### src/rtl/lsu_mem_ctrl.sv
// RV32I load/store initiator for a word-addressed data memory.
// Sub-word stores are done as a read-modify-write over two cycles.
module lsu_mem_ctrl #(
    parameter int MEM_WORDS = 1024,
    parameter int ADDR_W    = 32
) (
    input  logic              clk,
    input  logic              rst,
    input  logic              req_valid,
    output logic              req_ready,
    input  logic              req_we,
    input  logic [2:0]        req_funct3,
    input  logic [ADDR_W-1:0] req_addr,
    input  logic [31:0]       req_wdata,
    output logic              resp_valid,
    output logic              resp_err,
    output logic [31:0]       resp_rdata,
    output logic              mem_we,
    output logic [ADDR_W-1:0] mem_a,
    output logic [31:0]       mem_wd,
    input  logic [31:0]       mem_rd
);

    typedef enum logic [2:0] {
        IDLE,
        LOAD,
        STORE,
        RMW_RD,
        RMW_WR,
        ERR
    } state_t;

    state_t state, state_nx;

    logic              we_q;
    logic [2:0]        f3_q;
    logic [ADDR_W-1:0] addr_q;
    logic [31:0]       wdata_q;
    logic [31:0]       merge_q;

    logic              accept;
    logic              bad_f3;
    logic              misalign;
    logic              out_of_range;
    logic [ADDR_W-1:0] word_idx;
    logic [31:0]       merged;
    logic [31:0]       ld_data;
    logic [7:0]        ld_byte;
    logic [15:0]       ld_half;

    assign accept = req_valid && (state == IDLE);

    // Request checks are made on the live inputs so ERR is chosen at accept
    always_comb begin
        word_idx = ADDR_W'(req_addr[ADDR_W-1:2]);
        out_of_range = word_idx >= ADDR_W'(MEM_WORDS);
        if (req_we) begin
            bad_f3 = req_funct3 > 3'b010;
        end else begin
            bad_f3 = (req_funct3 == 3'b011) || (req_funct3[2:1] == 2'b11);
        end
        misalign = 1'b0;
        if (req_funct3[1:0] == 2'b01 && req_addr[0]) begin
            misalign = 1'b1;
        end
        if (req_funct3[1:0] == 2'b10 && req_addr[1:0] != 2'b00) begin
            misalign = 1'b1;
        end
    end

    always_ff @(posedge clk or negedge rst) begin
        if (!rst) begin
            state <= IDLE;
        end else begin
            state <= state_nx;
        end
    end

    always_comb begin
        state_nx = state;
        unique case (state)
            IDLE: begin
                if (req_valid) begin
                    if (bad_f3 || misalign || out_of_range) begin
                        state_nx = ERR;
                    end else if (!req_we) begin
                        state_nx = LOAD;
                    end else if (req_funct3 == 3'b010) begin
                        state_nx = STORE;
                    end else begin
                        state_nx = RMW_RD;
                    end
                end
            end
            RMW_RD:  state_nx = RMW_WR;
            LOAD, STORE, RMW_WR, ERR: state_nx = IDLE;
            default: state_nx = IDLE;
        endcase
    end

    always_comb begin
        merged = mem_rd;
        if (f3_q[0]) begin
            if (addr_q[1]) begin
                merged[31:16] = wdata_q[15:0];
            end else begin
                merged[15:0] = wdata_q[15:0];
            end
        end else begin
            merged[8*addr_q[1:0] +: 8] = wdata_q[7:0];
        end
    end

    always_ff @(posedge clk or negedge rst) begin
        if (!rst) begin
            we_q    <= 1'b0;
            f3_q    <= 3'b000;
            addr_q  <= '0;
            wdata_q <= '0;
            merge_q <= '0;
        end else begin
            if (accept) begin
                we_q    <= req_we;
                f3_q    <= req_funct3;
                addr_q  <= req_addr;
                wdata_q <= req_wdata;
            end
            if (state == RMW_RD) begin
                merge_q <= merged;
            end
        end
    end

    always_comb begin
        ld_byte = mem_rd[8*addr_q[1:0] +: 8];
        ld_half = addr_q[1] ? mem_rd[31:16] : mem_rd[15:0];
        unique case (f3_q)
            3'b000:  ld_data = {{24{ld_byte[7]}}, ld_byte};
            3'b001:  ld_data = {{16{ld_half[15]}}, ld_half};
            3'b100:  ld_data = {24'h0, ld_byte};
            3'b101:  ld_data = {16'h0, ld_half};
            default: ld_data = mem_rd;
        endcase
    end

    always_comb begin
        req_ready  = 1'b0;
        resp_valid = 1'b0;
        resp_err   = 1'b0;
        resp_rdata = '0;
        mem_we     = 1'b0;
        mem_wd     = '0;
        mem_a      = {addr_q[ADDR_W-1:2], 2'b00};
        unique case (state)
            IDLE: req_ready = 1'b1;
            LOAD: begin
                resp_valid = 1'b1;
                resp_rdata = we_q ? 32'h0 : ld_data;
            end
            STORE: begin
                resp_valid = 1'b1;
                mem_we     = 1'b1;
                mem_wd     = wdata_q;
            end
            RMW_RD: begin
            end
            RMW_WR: begin
                resp_valid = 1'b1;
                mem_we     = 1'b1;
                mem_wd     = merge_q;
            end
            ERR: begin
                resp_valid = 1'b1;
                resp_err   = 1'b1;
            end
            default: begin
            end
        endcase
    end

endmodule

### config.mk
export PLATFORM = sky130hd
export DESIGN_NAME = lsu_mem_ctrl
export DESIGN_NICKNAME = d
export VERILOG_FILES = /design/src/rtl/lsu_mem_ctrl.sv
export SDC_FILE = /design/constraint.sdc
export NUM_CORES = 1
export LEC_CHECK = 0
export BUFFER_PORTS_ARGS = -buffer_cell sky130_fd_sc_hd__buf_2
export CAP_MARGIN = 10
export CORE_AREA = 2 2 112 114
export DETAILED_ROUTE_END_ITERATION = 8
export DIE_AREA = 0 0 114 116
export PLACE_DENSITY = 0.8
export SLEW_MARGIN = 20
export SYNTH_ARGS = -nofsm -noshare
export SYNTH_HDL_FRONTEND = slang
export SYNTH_SLANG_ARGS = --single-unit
### constraint.sdc
create_clock -name clk -period 2.4 [get_ports clk]
set_input_delay 0.24 -clock clk [delete_from_list [all_inputs] [get_ports clk]]
set_output_delay 0.24 -clock clk [all_outputs]
set_load 0.01 [all_outputs]
==> results.py, run 1 <==
metrics = {
    "place": {
        "place.port_buffers": 200,
        "dpl.hpwl_um": 12800,
        "globalplace.congestion": 0.927,
        "placedInstanceArea_um2": 6920,
    },
    "clock_tree": {
        "cts_tree": "done",
        "tritoncts.num_buffers": 9,
        "numClockSinks": 103,
        "htreeDepth": 3,
        "clockBufferDepth": 2,
        "cts_hold_buffers": 0,
        "clk_root_buffer_cell": "sky130_fd_sc_hd__clkbuf_16",
        "clk_latency_ns": 0.34,
        "cts.reportedPaths.clkPinSlew_ns": 0.08,
    },
    "setup_path": {
        "critPathCaptureType": "output pin",
        "worst_setup_path_start_kind": "register",
        "critPathMaxFanout": 32,
        "timing.setup.critical_path_class": "register to output pin",
        "regToRegSetupSlack_ns": 0.24,
        "worstPathArrival_ns": 2.08,
        "cp_data_required_time_ns": 2.16,
    },
    "sta": {
        "period_share_pct": 96.5,
        "timing_max_transition_violations_final": 0,
        "holdWs_ns": -0.0254,
        "rsz0062_at_grt": "false",
        "final_hold_viol_count": 39,
        "slew_headroom_pct": 48.4,
        "report.final.setup_viol": 0,
        "totalNegativeSetupSlack_ns": 0,
        "tightest_slew_ns": 0.774,
        "finClkSkew_ns": 0.00961,
        "maxClockFrequency_mhz": 432,
        "period_minus_slack_ns": 2.32,
    },
    "synth": {
        "synth_async_sr_flop_share_pct": 100,
        "synth.largest_area_cell": "sky130_fd_sc_hd__dfrtp_1",
        "post_synth_main_area_contributors": "sky130_fd_sc_hd__dfrtp_1, sky130_fd_sc_hd__nand2_1, sky130_fd_sc_hd__a22o_1",
        "synth_warnings": 0,
        "ys_top_cells_by_count": "sky130_fd_sc_hd__nand2_1, sky130_fd_sc_hd__dfrtp_1, sky130_fd_sc_hd__a22o_1",
        "synth.avg_cell_area_um2": 8.70,
        "netlist_area_pre_place_um2": 6030,
        "yosysUniqueCellTypes": 51,
        "synth_flop_cell": "sky130_fd_sc_hd__dfrtp_1",
        "syn_inst": 694,
        "synth.yosys.seq_area_share_pct": 42.7,
        "synth_most_common_cell": "sky130_fd_sc_hd__nand2_1",
        "synth_edf_count": 0,
        "post_synthesis_sequential_element_count": 103,
        "synth_top_cell_area_share_pct": 42.7,
    },
    "finish": {
        "final_net_count": 949,
        "syn2layout_area_growth_pct": 20.1,
        "drive_above_1_share_pct": 31.0,
        "sequential_cell_area_um2": 2580,
        "num_antenna_cells": 0,
        "fill_cells": 1081,
        "postLayoutCellArea_um2": 7250,
        "multi_input_area_um2": 2930,
    },
    "detailed_routing": {
        "detail_route.wl_per_cell_um": 17.5,
        "drcViolationCount": 0,
        "route.antenna.remaining_nets": 0,
        "totalWireLength_um": 17300,
        "first_pass_iters": 5,
        "drt-initial-drc-count": 495,
        "routed-via-count": 5643,
        "routed_via_density": 5.68,
    },
    "grt": {
        "initial_antenna_violation_count": 0,
        "grt_pass1_wl_um": 27100,
        "globalRouteTotalUtil_pct": 26.2,
        "globalRouteOverflowTotal": 0,
        "first_global_vias": 5102,
        "grt_start_max_net_pins": 61,
    },
    "floorplanning": {
        "die-area_um2": 13200,
        "chipHeight_um": 116,
        "initial_core_util_pct": 50.7,
        "placementRows": 40,
        "die_w_um": 114,
        "io-pin-count": 203,
        "fp.coreArea_um2": 11900,
    },
    "hold_path": {
        "hold_class": "primary input to asynchronous set/reset pin",
    },
    "run": {
        "number_of_maximum_capacitance_violations": 0,
    },
    "status": {
        "violations": "negative hold slack",
        "status": "finished with violations",
    },
    "power": {
        "p_leak_nw": 3.87,
        "power.density_nw_per_um2": 728,
        "power.ir.vdd_worst_mv": 0.480,
    },
}
==> layout make-up <==
cell class              count  area share (%)
clock buffers              10            3.16
flip-flops and latches    103            35.6
well taps                 147            2.54
multi-input cells         494            40.4
inverters                  15           0.777
repair buffers            218            16.6
clock inverters             6           0.863
==> path summary, 6_finish.rpt <==
path / from / to / cells after the start
worst max-delay path: state[1] / resp_rdata[7] / 4
worst min-delay path: rst / wdata_q[14] / 1
worst max register to register: addr_q[1] / merge_q[25] / 6
worst min register to register: addr_q[5] / addr_q[5] / 2
max in group asynchronous: rst / state[0] / 2
min in group clk: req_wdata[31] / wdata_q[31] / 3
==> sequential cells by signal, indices dropped and copies added, names as in the netlist <==
register	cells
wdata_q	32
merge_q	32
f3_q	3
addr_q	32
we_q	1
state	3
==> critical path, cell delays in order (launching register included) <==
cell                        delay [ns]
sky130_fd_sc_hd__dfrtp_2          0.47
sky130_fd_sc_hd__or4b_1           0.53
sky130_fd_sc_hd__buf_6            0.21
sky130_fd_sc_hd__a2111oi_2        0.32
sky130_fd_sc_hd__buf_2            0.19
==> power by group <==
part           internal [W]  switching (W)
combinational      0.000641       0.000955
clock              0.000733       0.000700
sequential          0.00198       0.000272
total               0.00335        0.00193
==> kinds of logic (layout without fill, tap and decap cells) <==
kind of cell             Yosys count  in the layout  synth area share [%]
other                              1              2                0.0621
flip-flops                       103            103                  42.7
buffers and inverters             98            249                  9.29
AND/OR/NAND/NOR                  325            325                  23.6
multiplexers                      23             23                  4.21
AO/OA/AOI/OAI                    139            139                  19.1
adder cells (fa/ha/maj)            5              5                  1.04
==> cells in the final DEF, fill, tap and decap left out, drive strengths merged, types with 19 or more instances in the layout <==
master and instances:
buf 218, a21oi 19, nand2 219, a221oi 22, nor3 24, mux2i 19, dfrtp 103, a22o 48
nor2 40
==> routing by layer <==
metal	wire length [um]	share of wire, %	vias to the layer above	global-route usage (%)
met1	7340	42	2668	36.1
met4	314	1.8	0	6.91
met2	8270	48	273	42.3
met5	0	0	-	0
li1	-	-	2669	-
met3	1410	8.1	33	5.54
==> per-stage QoR <==
stage | total power, W | utilization, % | setup slack, ns | std cells | hold WS [ns]
2_1_floorplan | 0.00339 | - | 0.337 | 695 | -0.0556
3_3_place_gp | 0.00379 | 58.1 | 0.159 | 976 | 0.366
3_5_place_dp | 0.00382 | 58.1 | 0.104 | 976 | 0.366
4_1_cts | 0.00526 | 60.5 | 0.00428 | 992 | 0.00117
5_1_grt | 0.00557 | 60.9 | 0.00739 | 993 | 0.0267
6_report | 0.00528 | 60.9 | 0.0836 | 993 | -0.0254
==> timing repair <==
item                                    4_1_cts  5_1_grt
endpoints found under the setup margin        0       27
gates resized for setup                       0        6
setup buffers                                 0        1
Power figures use the tool's default switching activity.
==> run 2: changes to the inputs <==
- CORE_AREA: 2 2 112 114 -> 2 2 125 103
- DIE_AREA: 0 0 114 116 -> 0 0 127 105
- PLACE_DENSITY: 0.8 -> 0.79
==> run 2 against run 1 <==
The run now ends clean. Global-route usage up 0.16 points. Highest routed layer unchanged. Non-clock buffer count increased by 5. Total power increased by 0.84%. Critical endpoint is now resp_rdata[1]. Cell count is 1.0% higher. Sequential share of layout area is 0.35 points lower.
==> results.py, run 2 (synthesized netlist as in run 1, its figures left out) <==
metrics = {
    "power": {
        "pwr-share-comb_pct": 31.1,
        "power_w": 0.00532,
        "p_leak_nw": 3.89,
        "power_switching_share_pct": 36.5,
        "power.ir.vdd_worst_mv": 0.431,
        "sequentialPowerShare_pct": 42.0,
        "switching_power_total_w": 0.00194,
        "intPower_w": 0.00338,
        "clock_power_share_pct": 26.9,
        "power.density_nw_per_um2": 728,
    },
    "sta": {
        "report.final.setup_viol": 0,
        "timing_max_transition_violations_final": 0,
        "slew_headroom_pct": 53.1,
        "postLayoutSetupSlackWorst_ns": 0.0913,
        "finClkSkew_ns": 0.00732,
        "holdWs_ns": 0.0757,
        "totalNegativeSetupSlack_ns": 0,
        "maxClockFrequency_mhz": 433,
        "final_hold_viol_count": 0,
        "period_share_pct": 96.2,
        "period_minus_slack_ns": 2.31,
        "tightest_slew_ns": 0.704,
    },
    "floorplanning": {
        "die_w_um": 127,
        "io-pin-count": 203,
        "die-area_um2": 13300,
        "chipHeight_um": 105,
        "initial_core_util_pct": 50.4,
        "placementRows": 36,
        "fp.coreArea_um2": 12000,
    },
    "run": {
        "number_of_maximum_capacitance_violations": 0,
    },
    "finish": {
        "fill_cells": 1042,
        "drive_above_1_share_pct": 31.3,
        "largest_registers": "addr_q (32), merge_q (32), wdata_q (32)",
        "final_net_count": 954,
        "syn2layout_area_growth_pct": 21.3,
        "finalCoreUtilization_pct": 61.1,
        "sequential_cell_area_um2": 2580,
        "final_cell_mix": "sky130_fd_sc_hd__nand2_1, sky130_fd_sc_hd__buf_2, sky130_fd_sc_hd__dfrtp_1, sky130_fd_sc_hd__a22o_1, sky130_fd_sc_hd__nor2_1",
        "layout.cells.most_common": "sky130_fd_sc_hd__nand2_1",
        "num_antenna_cells": 0,
        "multi_input_area_um2": 2940,
    },
    "grt": {
        "first_global_vias": 5192,
        "grt_pass1_wl_um": 27800,
        "globalRouteTotalUtil_pct": 26.3,
        "grt_start_max_net_pins": 68,
        "globalRouteOverflowTotal": 0,
        "initial_antenna_violation_count": 0,
    },
    "clock_tree": {
        "clk_root_buffer_cell": "sky130_fd_sc_hd__clkbuf_16",
        "clk_latency_ns": 0.35,
        "clockBufferDepth": 2,
        "tritoncts.num_buffers": 9,
        "cts_tree": "done",
        "numClockSinks": 103,
        "cts.reportedPaths.clkPinSlew_ns": 0.07,
        "htreeDepth": 3,
    },
    "detailed_routing": {
        "drcViolationCount": 0,
        "totalWireLength_um": 17600,
        "first_pass_iters": 5,
        "routed-via-count": 5610,
        "detail_route.wl_per_cell_um": 17.6,
        "routed_via_density": 5.59,
        "route.antenna.remaining_nets": 0,
        "drt-initial-drc-count": 526,
    },
    "setup_path": {
        "worstPathCellList": "inv_2 > or3_1 > o22ai_1 > nor3_1 > buf_2",
        "worst_setup_path_start_kind": "register",
        "cp_delay_by_family_top": "flip-flops",
        "critical_path.slowest_cell": "sky130_fd_sc_hd__dfrtp_1",
        "cp_num_buf_inv": 2,
        "timing.setup.critical_path_class": "register to output pin",
        "cp_data_required_time_ns": 2.16,
        "critPathMaxFanout": 9,
        "critPathCaptureType": "output pin",
        "worstPathArrival_ns": 2.07,
        "max_stage_delay_ns": 0.61,
    },
    "place": {
        "place.port_buffers": 200,
        "placement.setup.worst_slack_ns": 0.106,
        "dpl.hpwl_um": 13000,
        "globalplace.congestion": 0.931,
    },
    "hold_path": {
        "hold_class": "primary input to register",
    },
    "status": {
        "status": "finished, final reports clean",
    },
}
## run 2: changes by cell type in the layout (fill, tap and decap cells not counted), sizes merged
cell / delta
clkinv: -2
inv: +2
buf: +4
dlygate4sd3: +1
## run 2: per-stage QoR
stage	area (um2)	instances
finish	7320	1003
global route	7320	1003
CTS	7230	999
detailed placement	6930	982
global placement	6930	982
floorplan	6040	695
## run 2: worst paths after layout
check / slack [ns] / cells after the start / end / startpoint
min in group asynchronous: 0.41 / 2 / wdata_q[14] / rst
min: 0.08 / 3 / addr_q[10] / req_addr[10]
max in group asynchronous: 1.31 / 3 / merge_q[26] / rst
max reg2reg: 0.22 / 6 / merge_q[0] / addr_q[0]
min reg2reg: 0.47 / 2 / addr_q[17] / addr_q[17]
max: 0.09 / 5 / resp_rdata[1] / addr_q[0]
## run 2: per-layer routing
layer	GRT usage (%)	wire length, um	vias up
li1	-	-	2673
met1	36.5	7670	2658
met2	42.1	8300	254
met3	6.40	1380	25
met4	5.73	289	0
met5	0	0	-
## run 2: layout make-up
class                      count  area share [%]
multi-input combinational    494            40.2
sequential                   103            35.3
timing repair buffer         223            17.2
clock buffer                  10            3.13
tap                          152            2.60
clock inverter                 6           0.787
inverter                      15           0.769
## run 2: tightest hold or removal path: cells and delay by family
| family | cells | cell delay (ns) |
|---|---|---|
| and+or+nand+nor | 2 | 0.08 |
| buffers and inverters | 1 | 0.07 |
## run 2: power groups by stage
stage | clock network (W) | logic [W] | registers [W]
final | 0.00143 | 0.00166 | 0.00224
after global routing | 0.00153 | 0.00183 | 0.00227
after CTS | 0.00146 | 0.00158 | 0.00222
after detailed placement | 0 | 0.00157 | 0.00225
after global placement | 0 | 0.00155 | 0.00224
after floorplan | 0 | 0.00123 | 0.00216
## run 2: repair_timing
| action | CTS | global route |
|---|---|---|
| hold buffers | 1 | 0 |
| setup buffers | 0 | 4 |
| endpoints found under the setup margin | 0 | 32 |
| hold endpoints to repair | 41 | 0 |
| resized for setup | 0 | 8 |
